### config.mk
export PLATFORM = sky130hd
export DESIGN_NAME = apb_gpio_ctrl
export DESIGN_NICKNAME = d
export VERILOG_FILES = /design/src/rtl/apb_gpio_pkg.sv /design/src/rtl/gpio_edge_detect.sv /design/src/rtl/apb_gpio_ctrl.sv
export SDC_FILE = /design/constraint.sdc
export NUM_CORES = 1
export LEC_CHECK = 0
export CAP_MARGIN = 15
export CORE_MARGIN = 3
export CORE_UTILIZATION = 25
export DETAILED_ROUTE_END_ITERATION = 8
export PLACE_DENSITY_LB_ADDON = 0.1
export SLEW_MARGIN = 15
export SYNTH_ARGS = -nofsm -noshare
export SYNTH_HDL_FRONTEND = slang
export SYNTH_SLANG_ARGS = --single-unit
### constraint.sdc
create_clock -name PCLK -period 2.1 [get_ports PCLK]
set_input_delay 0.21 -clock PCLK [delete_from_list [all_inputs] [get_ports PCLK]]
set_output_delay 0.21 -clock PCLK [all_outputs]
set_load 0.02 [all_outputs]
### src/rtl/apb_gpio_pkg.sv
// Shared register offsets and word-index encoding for the APB GPIO controller.
package apb_gpio_pkg;

  localparam logic [4:0] ADDR_MODE    = 5'h00;
  localparam logic [4:0] ADDR_ODR     = 5'h04;
  localparam logic [4:0] ADDR_IDR     = 5'h08;
  localparam logic [4:0] ADDR_IER     = 5'h0C;
  localparam logic [4:0] ADDR_EDGE    = 5'h10;
  localparam logic [4:0] ADDR_ISR     = 5'h14;
  localparam logic [4:0] ADDR_ODR_SET = 5'h18;
  localparam logic [4:0] ADDR_ODR_CLR = 5'h1C;

  typedef enum logic [2:0] {
    IDX_MODE    = ADDR_MODE[4:2],
    IDX_ODR     = ADDR_ODR[4:2],
    IDX_IDR     = ADDR_IDR[4:2],
    IDX_IER     = ADDR_IER[4:2],
    IDX_EDGE    = ADDR_EDGE[4:2],
    IDX_ISR     = ADDR_ISR[4:2],
    IDX_ODR_SET = ADDR_ODR_SET[4:2],
    IDX_ODR_CLR = ADDR_ODR_CLR[4:2]
  } reg_idx_e;

endpackage

### src/rtl/gpio_edge_detect.sv
// Pad input synchroniser plus per-pin rising/falling edge detection.
module gpio_edge_detect #(
  parameter int GPIO_W      = 8,
  parameter int SYNC_STAGES = 2
) (
  input  logic              clk,
  input  logic              rst,
  input  logic [GPIO_W-1:0] pins,
  input  logic [GPIO_W-1:0] edge_cfg,
  output logic [GPIO_W-1:0] sync_val,
  output logic [GPIO_W-1:0] hit
);

  logic [SYNC_STAGES-1:0][GPIO_W-1:0] sync_q;
  logic [GPIO_W-1:0]                  prev;

  // Stage 0 takes the raw pad; the last stage is the metastability-safe value.
  always_ff @(posedge clk or posedge rst) begin
    if (rst) begin
      sync_q <= '0;
      prev   <= '0;
    end else begin
      sync_q <= {sync_q[SYNC_STAGES-2:0], pins};
      prev   <= sync_q[SYNC_STAGES-1];
    end
  end

  assign sync_val = sync_q[SYNC_STAGES-1];
  assign hit      = (edge_cfg & ~sync_val & prev) | (~edge_cfg & sync_val & ~prev);

endmodule

### src/rtl/apb_gpio_ctrl.sv
// APB GPIO controller: direction/output/input registers and edge interrupts.
// Optional atomic ODR set/clear registers enabled by defining GPIO_ATOMIC_EN.
module apb_gpio_ctrl #(
  parameter int GPIO_W      = 8,
  parameter int SYNC_STAGES = 2
) (
  input  logic              PCLK,
  input  logic              PRESET,
  input  logic [4:0]        PADDR,
  input  logic              PWRITE,
  input  logic              PSEL,
  input  logic              PENABLE,
  input  logic [31:0]       PWDATA,
  output logic [31:0]       PRDATA,
  output logic              PREADY,
  input  logic [GPIO_W-1:0] gpio_i,
  output logic [GPIO_W-1:0] gpio_o,
  output logic [GPIO_W-1:0] gpio_oe,
  output logic              irq
);
  import apb_gpio_pkg::*;

  logic [GPIO_W-1:0] mode, odr, ier, edge_cfg, isr;
  logic [GPIO_W-1:0] sync_val, hit, wdata, w1c;
  logic [31:0]       rdata;
  logic              access, wr, rd;
  reg_idx_e          idx;
  logic              unused_bits;

  assign unused_bits = ^{PADDR[1:0], PWDATA};

  // The !PREADY term makes every transfer commit exactly once.
  assign access = PSEL & PENABLE & ~PREADY;
  assign wr     = access & PWRITE;
  assign rd     = access & ~PWRITE;
  assign idx    = reg_idx_e'(PADDR[4:2]);
  assign wdata  = PWDATA[GPIO_W-1:0];
  assign w1c    = (wr && idx == IDX_ISR) ? wdata : '0;

  function automatic logic [31:0] zext(input logic [GPIO_W-1:0] v);
    zext = '0;
    zext[GPIO_W-1:0] = v;
  endfunction

  always_comb begin
    rdata = '0;
    case (idx)
      IDX_MODE: rdata = zext(mode);
      IDX_ODR:  rdata = zext(odr);
      IDX_IDR:  rdata = zext(sync_val);
      IDX_IER:  rdata = zext(ier);
      IDX_EDGE: rdata = zext(edge_cfg);
      IDX_ISR:  rdata = zext(isr);
      default:  rdata = '0;
    endcase
  end

  gpio_edge_detect #(
    .GPIO_W      (GPIO_W),
    .SYNC_STAGES (SYNC_STAGES)
  ) u_edge (
    .clk      (PCLK),
    .rst      (PRESET),
    .pins     (gpio_i),
    .edge_cfg (edge_cfg),
    .sync_val (sync_val),
    .hit      (hit)
  );

  always_ff @(posedge PCLK or posedge PRESET) begin
    if (PRESET) begin
      mode     <= '0;
      odr      <= '0;
      ier      <= '0;
      edge_cfg <= '0;
      isr      <= '0;
      PRDATA   <= '0;
      PREADY   <= 1'b0;
      irq      <= 1'b0;
    end else begin
      PREADY <= access;
      irq    <= |(isr & ier);
      // A fresh hit outranks a concurrent clear.
      isr    <= (isr & ~w1c) | hit;
      if (rd) PRDATA <= rdata;
      if (wr) begin
        case (idx)
          IDX_MODE: mode     <= wdata;
          IDX_ODR:  odr      <= wdata;
          IDX_IER:  ier      <= wdata;
          IDX_EDGE: edge_cfg <= wdata;
`ifdef GPIO_ATOMIC_EN
          IDX_ODR_SET: odr <= odr | wdata;
          IDX_ODR_CLR: odr <= odr & ~wdata;
`endif
          default: ;
        endcase
      end
    end
  end

  assign gpio_o  = odr;
  assign gpio_oe = mode;

endmodule

==> summary.txt, run 1 <==
Run status
  • Outcome: completed

Job
  • Max-cap viol count: 0

Power
  • Overall Power: 4210 µW
  • Peak VDD IR: 0.000477 V
  • PD cells: 951 nW/µm²
  • P_leak: 0.00190 µW

Cells and area
  • Ant. Diodes: 0
  • Commonest non-fill, non-tap cell in the layout: dfrtp_1
  • Most frequent cells in the layout: 74 x dfrtp_1, 49 x clkdlybuf4s50_1, 40 x mux2_2
  • Fillers: 1301
  • Nets: 363
  • Layout area overhead: 32.0%
  • Final Instance Count excl. Fillers: 490
  • Fraction of layout cells with a size suffix above 1: 31.1%

Synthesis
  • Post-synthesis compound-gate area fraction: 7.27%
  • Register area share after synthesis: 55.2%
  • Largest family of logic cells by synthesized area: multiplexers
  • Synthesized cell area: 3350 µm²
  • Async set-or-reset flop fraction in the synthesized netlist: 100%
  • Avg Cell Area, Syn: 13.9 µm²
  • Synth warnings: 0
  • Synth Area in Adders: 0%
  • Post-synth EDFFs: 0
  • Post-synthesis xor/xnor area fraction: 0%
  • Multiplexer share of the synthesized area: 18.9%
  • Synth Area in Simple Gates: 10.3%
  • Yosys top cell area share: 55.2%
  • Yosys reg bits: 74
  • Prevailing post-synth register cell: dfrtp_1
  • Area leader, netlist: dfrtp_1
  • Distinct cells, synth: 33
  • Synth top area cells: dfrtp_1 55%, mux2_2 13%, buf_4 5.6%
  • Post-Synthesis Cells: 242

Clocking
  • CTS resizes: 0
  • CTS tree: yes
  • CTS Hold Bufs: 0
  • Clock transition at path regs: 60 ps
  • CTS Buffer Depth: 2
  • Root buffer cell: clkbuf_16
  • Clock Latency Late Sink: 330 ps
  • Total CTS buffers: 9
  • H-tree depth: 3
  • Clk sink count: 74
  • Post-CTS Setup Bufs: 0

Setup path
  • Worst setup path startpoint: PREADY
  • Worst setup EP type: register
  • Worst flop-to-flop path startpoint: PREADY
  • FF-to-FF path depth: 4
  • Critical path fanouts, max: 8
  • FF-to-FF End: gpio_o[1]
  • Critical path data required time: 2320 ps
  • R2R setup slack: 460 ps
  • CP arrival: 1860 ps
  • Crit path capture: gpio_o[1]
  • Startpoint types: register
  • CP Class: reg -> reg

Hold path
  • Hold WC Path Type: in -> async

Detailed routing
  • First-pass DRT Iterations: 4
  • Drt drc: 0
  • Initial drt markers: 90
  • Routed wire length: 8.22 mm
  • DR WL/cell: 16.8 µm
  • Total number of vias: 2185
  • Avg Vias per Cell: 4.46
  • Remaining antenna violation count: 0

Global route
  • Initial antenna violation count: 0
  • GRT Resource Usage Total: 11.8%
  • Vias in the first global route: 2273
  • GRT Residual Overflow: 0
  • First-pass GRT wire length: 12.9 mm
  • Largest net degree at the start of global routing: 26

STA
  • Unrepaired setup endpoints after global routing: no
  • Fin Hold WS: 213 ps
  • Setup WS post-layout: 457 ps
  • Final setup violation count: 0
  • TNS Setup: 0 ps
  • Max Fclk: 609 MHz
  • Hold Fails Final Rpt: 0
  • Min Tclk post-route: 1640 ps
  • Slew Limit Fails: 0
  • Period utilization: 78.2%
  • Layout Skew: 5.09 ps

Floorplanning
  • Core area: 12900 µm²
  • Die area: 14800 µm²
  • Initial Util: 26.1%
  • Die width: 122 µm
  • IO Count: 100
  • Die height: 122 µm
  • Rows: 41

Placed design
  • I/O Buffers: 49
  • Pre-CTS setup slack: 150 ps
  • Hpwl dp: 5.82 mm
  • Placed cell count: 474
  • Final GP Congestion: 0.730
cell type report:
type                       count  area, µm²  share of cell area [%]
clock buffer                  10        239                    5.40
multi-input combinational    155       1330                    30.0
inverter                       2       7.51                   0.169
tap                          172        215                    4.86
sequential                    74       1850                    41.8
timing repair buffer          71        706                    15.9
clock inverter                 6       80.1                    1.81
power by group:
part           switching, µW  internal (µW)  leakage (µW)
registers                132           1610      0.000881
logic                    391            448      0.000862
clock network            571           1060      0.000162
total                   1090           3120       0.00190
worst min path at each step:
stage / from / end / slack, ps
2_1_floorplan: gpio_i[0] / u_edge.sync_q[0] / 240
3_3_place_gp: u_edge.sync_q[3] / u_edge.sync_val[3] / 330
3_5_place_dp: u_edge.sync_q[1] / u_edge.sync_val[1] / 330
4_1_cts: PRESET / gpio_oe[1] / 220
5_1_grt: PRESET / gpio_oe[1] / 240
6_report: PRESET / gpio_oe[1] / 210
cell usage after synthesis (2+ instances only):
cell type,number
dfrtp_1,74
mux2_2,40
buf_4,25
nor2_1,11
mux2_4,10
nand4_1,9
a211o_1,8
and3b_1,8
nor3b_1,8
a32oi_1,6
a21oi_1,5
a22oi_1,5
buf_6,5
a222oi_1,4
a31oi_1,3
buf_2,2
nand3_4,2
nor2b_1,2
metrics by stage:
step	utilization (%)	area (µm²)
after floorplan	-	3440
after global placement	31.9	4110
after detailed placement	31.9	4110
after CTS	34.4	4430
after global routing	34.4	4430
final	34.4	4430
logic make-up (layout without fill, tap and decap cells):
family | after synthesis | after routing
mux | 52 | 52
simple gates | 48 | 48
buf+inv | 36 | 89
compound gates | 31 | 31
flops | 74 | 74
other cells | 1 | 24
layer usage:
metal	vias up	GRT usage [%]	share of wire, %	wire length [µm]
li1	994	-	-	-
met1	1125	15.8	47	3850
met5	-	0	0	0
met4	0	3.15	1.1	93
met2	58	18.1	46	3800
met3	8	4.46	5.9	485
critical path, cell delays in order, from the launching register on:
cell and delay, ps:
dfrtp_1 430, and4b_2 410, buf_4 160, nand3_4 200
mux2_2 340
Power figures use the tool's default switching activity.
==> inputs of run 2 (changes only) <==
- clock period: 2.1 -> 1.7 ns (I/O delays scaled with it)
==> summary.txt, run 2 (synthesis results as in run 1) <==
Run status
  • Outcome: completed

Setup path
  • CP bufs+invs: 2
  • Slowest CP cell: clkdlybuf4s50_1
  • CP Class: reg -> out
  • Slowest stage delay, CP: 600 ps
  • CP arrival: 1400 ps
  • Startpoint types: register
  • Critical path data required time: 1530 ps
  • Critical path fanouts, max: 3
  • Kind of cell with the highest combined delay on the critical path: buffers and inverters
  • Worst setup EP type: primary output
  • Crit path cell chain: buf_4 > clkdlybuf4s50_1
  • FF-to-FF path depth: 4
  • Critical path depth: 2

Cells and area
  • Fraction of layout cells with a size suffix above 1: 34.2%
  • Fillers: 1283
  • Commonest non-fill, non-tap cell in the layout: dfrtp_1
  • Layout area overhead: 34.9%
  • Ant. Diodes: 0
  • Multi-input gate area: 1330 µm²
  • Register area: 1850 µm²
  • Most frequent cells in the layout: 74 x dfrtp_1, 49 x clkdlybuf4s50_1, 40 x mux2_2
  • Nets: 379

Floorplanning
  • Die width: 122 µm
  • Core area: 12900 µm²
  • Die area: 14800 µm²
  • IO Count: 100
  • Rows: 41
  • Die height: 122 µm
  • Initial Util: 26.1%

Global route
  • GRT Resource Usage Total: 12.2%
  • Largest net degree at the start of global routing: 75
  • GRT Residual Overflow: 0
  • Vias in the first global route: 2310
  • First-pass GRT wire length: 13.3 mm
  • Initial antenna violation count: 0

Placed design
  • Final GP Congestion: 0.727
  • I/O Buffers: 49
  • Hpwl dp: 5.92 mm

STA
  • TNS Setup: 0 ps
  • Max Fclk: 637 MHz
  • Unrepaired setup endpoints after global routing: no
  • Slew Limit Fails: 0
  • Hold Fails Final Rpt: 0
  • Period utilization: 92.4%
  • Min Tclk post-route: 1570 ps
  • Final setup violation count: 0
  • Layout Skew: 5.05 ps

Detailed routing
  • Remaining antenna violation count: 0
  • Drt drc: 0
  • DR WL/cell: 16.7 µm
  • Avg Vias per Cell: 4.37
  • First-pass DRT Iterations: 4
  • Routed wire length: 8.42 mm
  • Initial drt markers: 90
  • Total number of vias: 2207

Clocking
  • Post-CTS Setup Bufs: 0
  • H-tree depth: 3
  • Clk sink count: 74
  • CTS resizes: 0
  • Clock transition at path regs: 50 ps
  • CTS Buffer Depth: 2
  • Root buffer cell: clkbuf_16
  • CTS tree: yes
  • CTS Hold Bufs: 0
  • Clock Latency Late Sink: 340 ps
  • Total CTS buffers: 9

Power
  • PD cells: 1120 nW/µm²
  • Net switching power: 1360 µW
  • Cell Int Power: 3690 µW
  • Part of the power in the clock network: 36.4%
  • P_leak: 0.00196 µW
  • Peak VDD IR: 0.000451 V
  • Overall Power: 5050 µW
  • Gate power share: 21.0%
  • Seq pwr share: 42.6%
  • Sw frac: 26.9%

Job
  • Max-cap viol count: 0

Hold path
  • Hold path cells: 1
  • Hold WC Path Type: in -> reg
run 2: power groups by stage:
stage               sequential [µW]  combinational (µW)  clock, µW
finish                         2150                1060       1840
global route                   2190                1150       1980
CTS                            2160                1080       1920
detailed placement             2180                1070          0
global placement               2180                1070          0
floorplan                      2280                 505          0
run 2: worst paths after layout:
| path | slack [ps] | to | start |
|---|---|---|---|
| worst max-delay path | 130 | PREADY | PREADY |
| worst min-delay path | 270 | u_edge.sync_q[1] | gpio_i[1] |
| worst max register to register | 150 | gpio_o[5] | PREADY |
| worst min register to register | 350 | u_edge.sync_val[0] | u_edge.sync_q[0] |
| max in group asynchronous | 1080 | gpio_oe[5] | PRESET |
| min in group asynchronous | 290 | u_edge.sync_q[0] | PRESET |
run 2: stage by stage:
step	worst slack (ps)	hold slack, ps	util, %	instances	cell area (µm²)
floorplan	161	201	-	265	3440
global placement	-142	333	32.9	490	4230
detailed placement	-132	336	32.9	490	4230
CTS	99.1	249	35.1	505	4520
global route	66.9	255	35.1	505	4520
finish	129	269	35.1	505	4520
run 2: final cells by class:
| type | count | area share, % |
|---|---|---|
| sequential | 74 | 40.9 |
| inverter | 2 | 0.249 |
| multi-input combinational | 155 | 29.4 |
| tap | 172 | 4.76 |
| timing repair buffer | 87 | 18.3 |
| clock buffer | 13 | 6.19 |
| clock inverter | 2 | 0.221 |
run 2: routing by layer:
| metal | part of all wire (%) | wire length [µm] | GRT usage [%] |
|---|---|---|---|
| met5 | 0 | 0 | 0 |
| met3 | 5.4 | 457 | 4.64 |
| met2 | 46 | 3860 | 18.5 |
| met1 | 47 | 4000 | 16.3 |
| met4 | 1.2 | 102 | 3.57 |
==> inputs of run 3 (changes only) <==
- CORE_MARGIN: 3 -> 2
- clock period: 1.7 -> 1.45 ns (I/O delays scaled with it)
==> summary.txt, run 3 (synthesis results as in run 1) <==
Setup path
  • Worst setup path startpoint: PREADY
  • R2R setup slack: -70 ps
  • CP arrival: 1740 ps
  • Worst setup EP type: register
  • FF-to-FF path depth: 4
  • Critical path fanouts, max: 5
  • Worst flop-to-flop path startpoint: PREADY
  • Critical path data required time: 1670 ps
  • CP Class: reg -> reg
  • Crit path capture: ier[4]
  • FF-to-FF End: ier[4]
  • Startpoint types: register

Floorplanning
  • IO Count: 100
  • Die area: 14400 µm²
  • Die width: 120 µm
  • Initial Util: 25.4%
  • Core area: 13200 µm²
  • Rows: 42
  • Die height: 120 µm

Clocking
  • Clock transition at path regs: 60 ps
  • Clk sink count: 74
  • Clock Latency Late Sink: 340 ps
  • Root buffer cell: clkbuf_16
  • CTS Hold Bufs: 0
  • Total CTS buffers: 9
  • H-tree depth: 3
  • CTS tree: yes
  • CTS Buffer Depth: 2

Detailed routing
  • First-pass DRT Iterations: 4
  • Total number of vias: 2212
  • DR WL/cell: 17.0 µm
  • Avg Vias per Cell: 4.31
  • Routed wire length: 8.71 mm
  • Remaining antenna violation count: 0
  • Initial drt markers: 111
  • Drt drc: 0

Cells and area
  • Most frequent cells in the layout: 73 x dfrtp_1, 40 x mux2_2, 27 x buf_4
  • Commonest non-fill, non-tap cell in the layout: dfrtp_1
  • Layout area overhead: 38.1%
  • Ant. Diodes: 0
  • Nets: 383
  • Fraction of layout cells with a size suffix above 1: 35.3%

Placed design
  • I/O Buffers: 49
  • Hpwl dp: 6.27 mm
  • Final GP Congestion: 0.738

Global route
  • Vias in the first global route: 2329
  • Initial antenna violation count: 0
  • GRT Resource Usage Total: 13.1%
  • Largest net degree at the start of global routing: 39
  • First-pass GRT wire length: 13.6 mm
  • GRT Residual Overflow: 0

Job
  • Max-cap viol count: 0

Power
  • P_leak: 0.00210 µW
  • Peak VDD IR: 0.000491 V
  • Overall Power: 5920 µW
  • PD cells: 1280 nW/µm²

Hold path
  • Hold WC Path Type: in -> async

STA
  • Setup WS post-layout: -71.7 ps
  • Final setup violation count: 20
  • Period utilization: 105%
  • Hold Fails Final Rpt: 0
  • Unrepaired setup endpoints after global routing: yes
  • Slew Limit Fails: 0
  • Fin Hold WS: 221 ps
  • Min Tclk post-route: 1520 ps
  • Layout Skew: 4.96 ps
  • Max Fclk: 657 MHz

Run status
  • Outcome: finished, violations left
  • Failing checks: setup timing
run 3: cell types whose count changed in the layout (fill, tap and decap cells not counted), sizes merged:
cell           previous run  this run
dlymetal6s2s              0         4
dlygate4sd2               0        23
bufinv                    0         1
clkdlybuf4s50            49        22
buf                      38        41
run 3: through the flow:
step                      util (%)  worst slack [ps]  cell area (µm²)  instances  setup TNS [ps]
after floorplan                  -             -46.2             3450        265            -382
after global placement        32.5              -349             4290        496          -12410
after detailed placement      32.5              -357             4290        496          -12790
after CTS                     34.7             -87.7             4570        511           -1030
after global routing          35.1              -127             4630        513           -2640
final                         35.1             -71.7             4630        513            -691
run 3: worst min-delay path by stage:
stage / start / endpoint / cells after the start
after global routing: gpio_i[3] / u_edge.sync_q[3] / 1
after floorplan: gpio_i[0] / u_edge.sync_q[0] / 0
final: PRESET / PRDATA[0] / 3
after detailed placement: u_edge.sync_q[1] / u_edge.sync_val[1] / 0
after global placement: u_edge.sync_q[5] / u_edge.sync_val[5] / 0
after CTS: PRESET / PRDATA[0] / 3
run 3: area by class of cell:
type	count	area (µm²)
tap	176	220
multi-input combinational	155	1340
fill	1331	8560
timing repair buffer	91	922
clock buffer	12	246
inverter	2	11.3
clock inverter	3	40.0
sequential	74	1850
run 3: routing by layer:
| layer | GRT usage, % | vias to the layer above | routed length (µm) |
|---|---|---|---|
| met4 | 6.10 | 0 | 204 |
| met5 | 0 | - | 0 |
| met3 | 4.09 | 14 | 445 |
| li1 | - | 1039 | - |
| met2 | 19.3 | 80 | 3940 |
| met1 | 17.6 | 1079 | 4120 |
run 3: what timing repair did:
item                       4_1_cts  5_1_grt
pin swaps                        5        7
gates resized for setup         29        8
gates cloned                     0        1
setup buffers                    0        1
setup endpoints to repair       43       47
run 3: power by group:
group | internal (µW) | leakage, µW | switching, µW | total (µW)
sequential | 2330 | 0.000879 | 201 | 2530
clock | 1360 | 0.000142 | 835 | 2200
combinational | 612 | 0.00107 | 581 | 1190
total | 4300 | 0.00210 | 1620 | 5920
run 3: worst max-delay path, stage by stage (launching register included):
cell     delay, ps
dfrtp_2        390
and4b_2        360
and3_4         230
buf_8          130
mux2_4         290
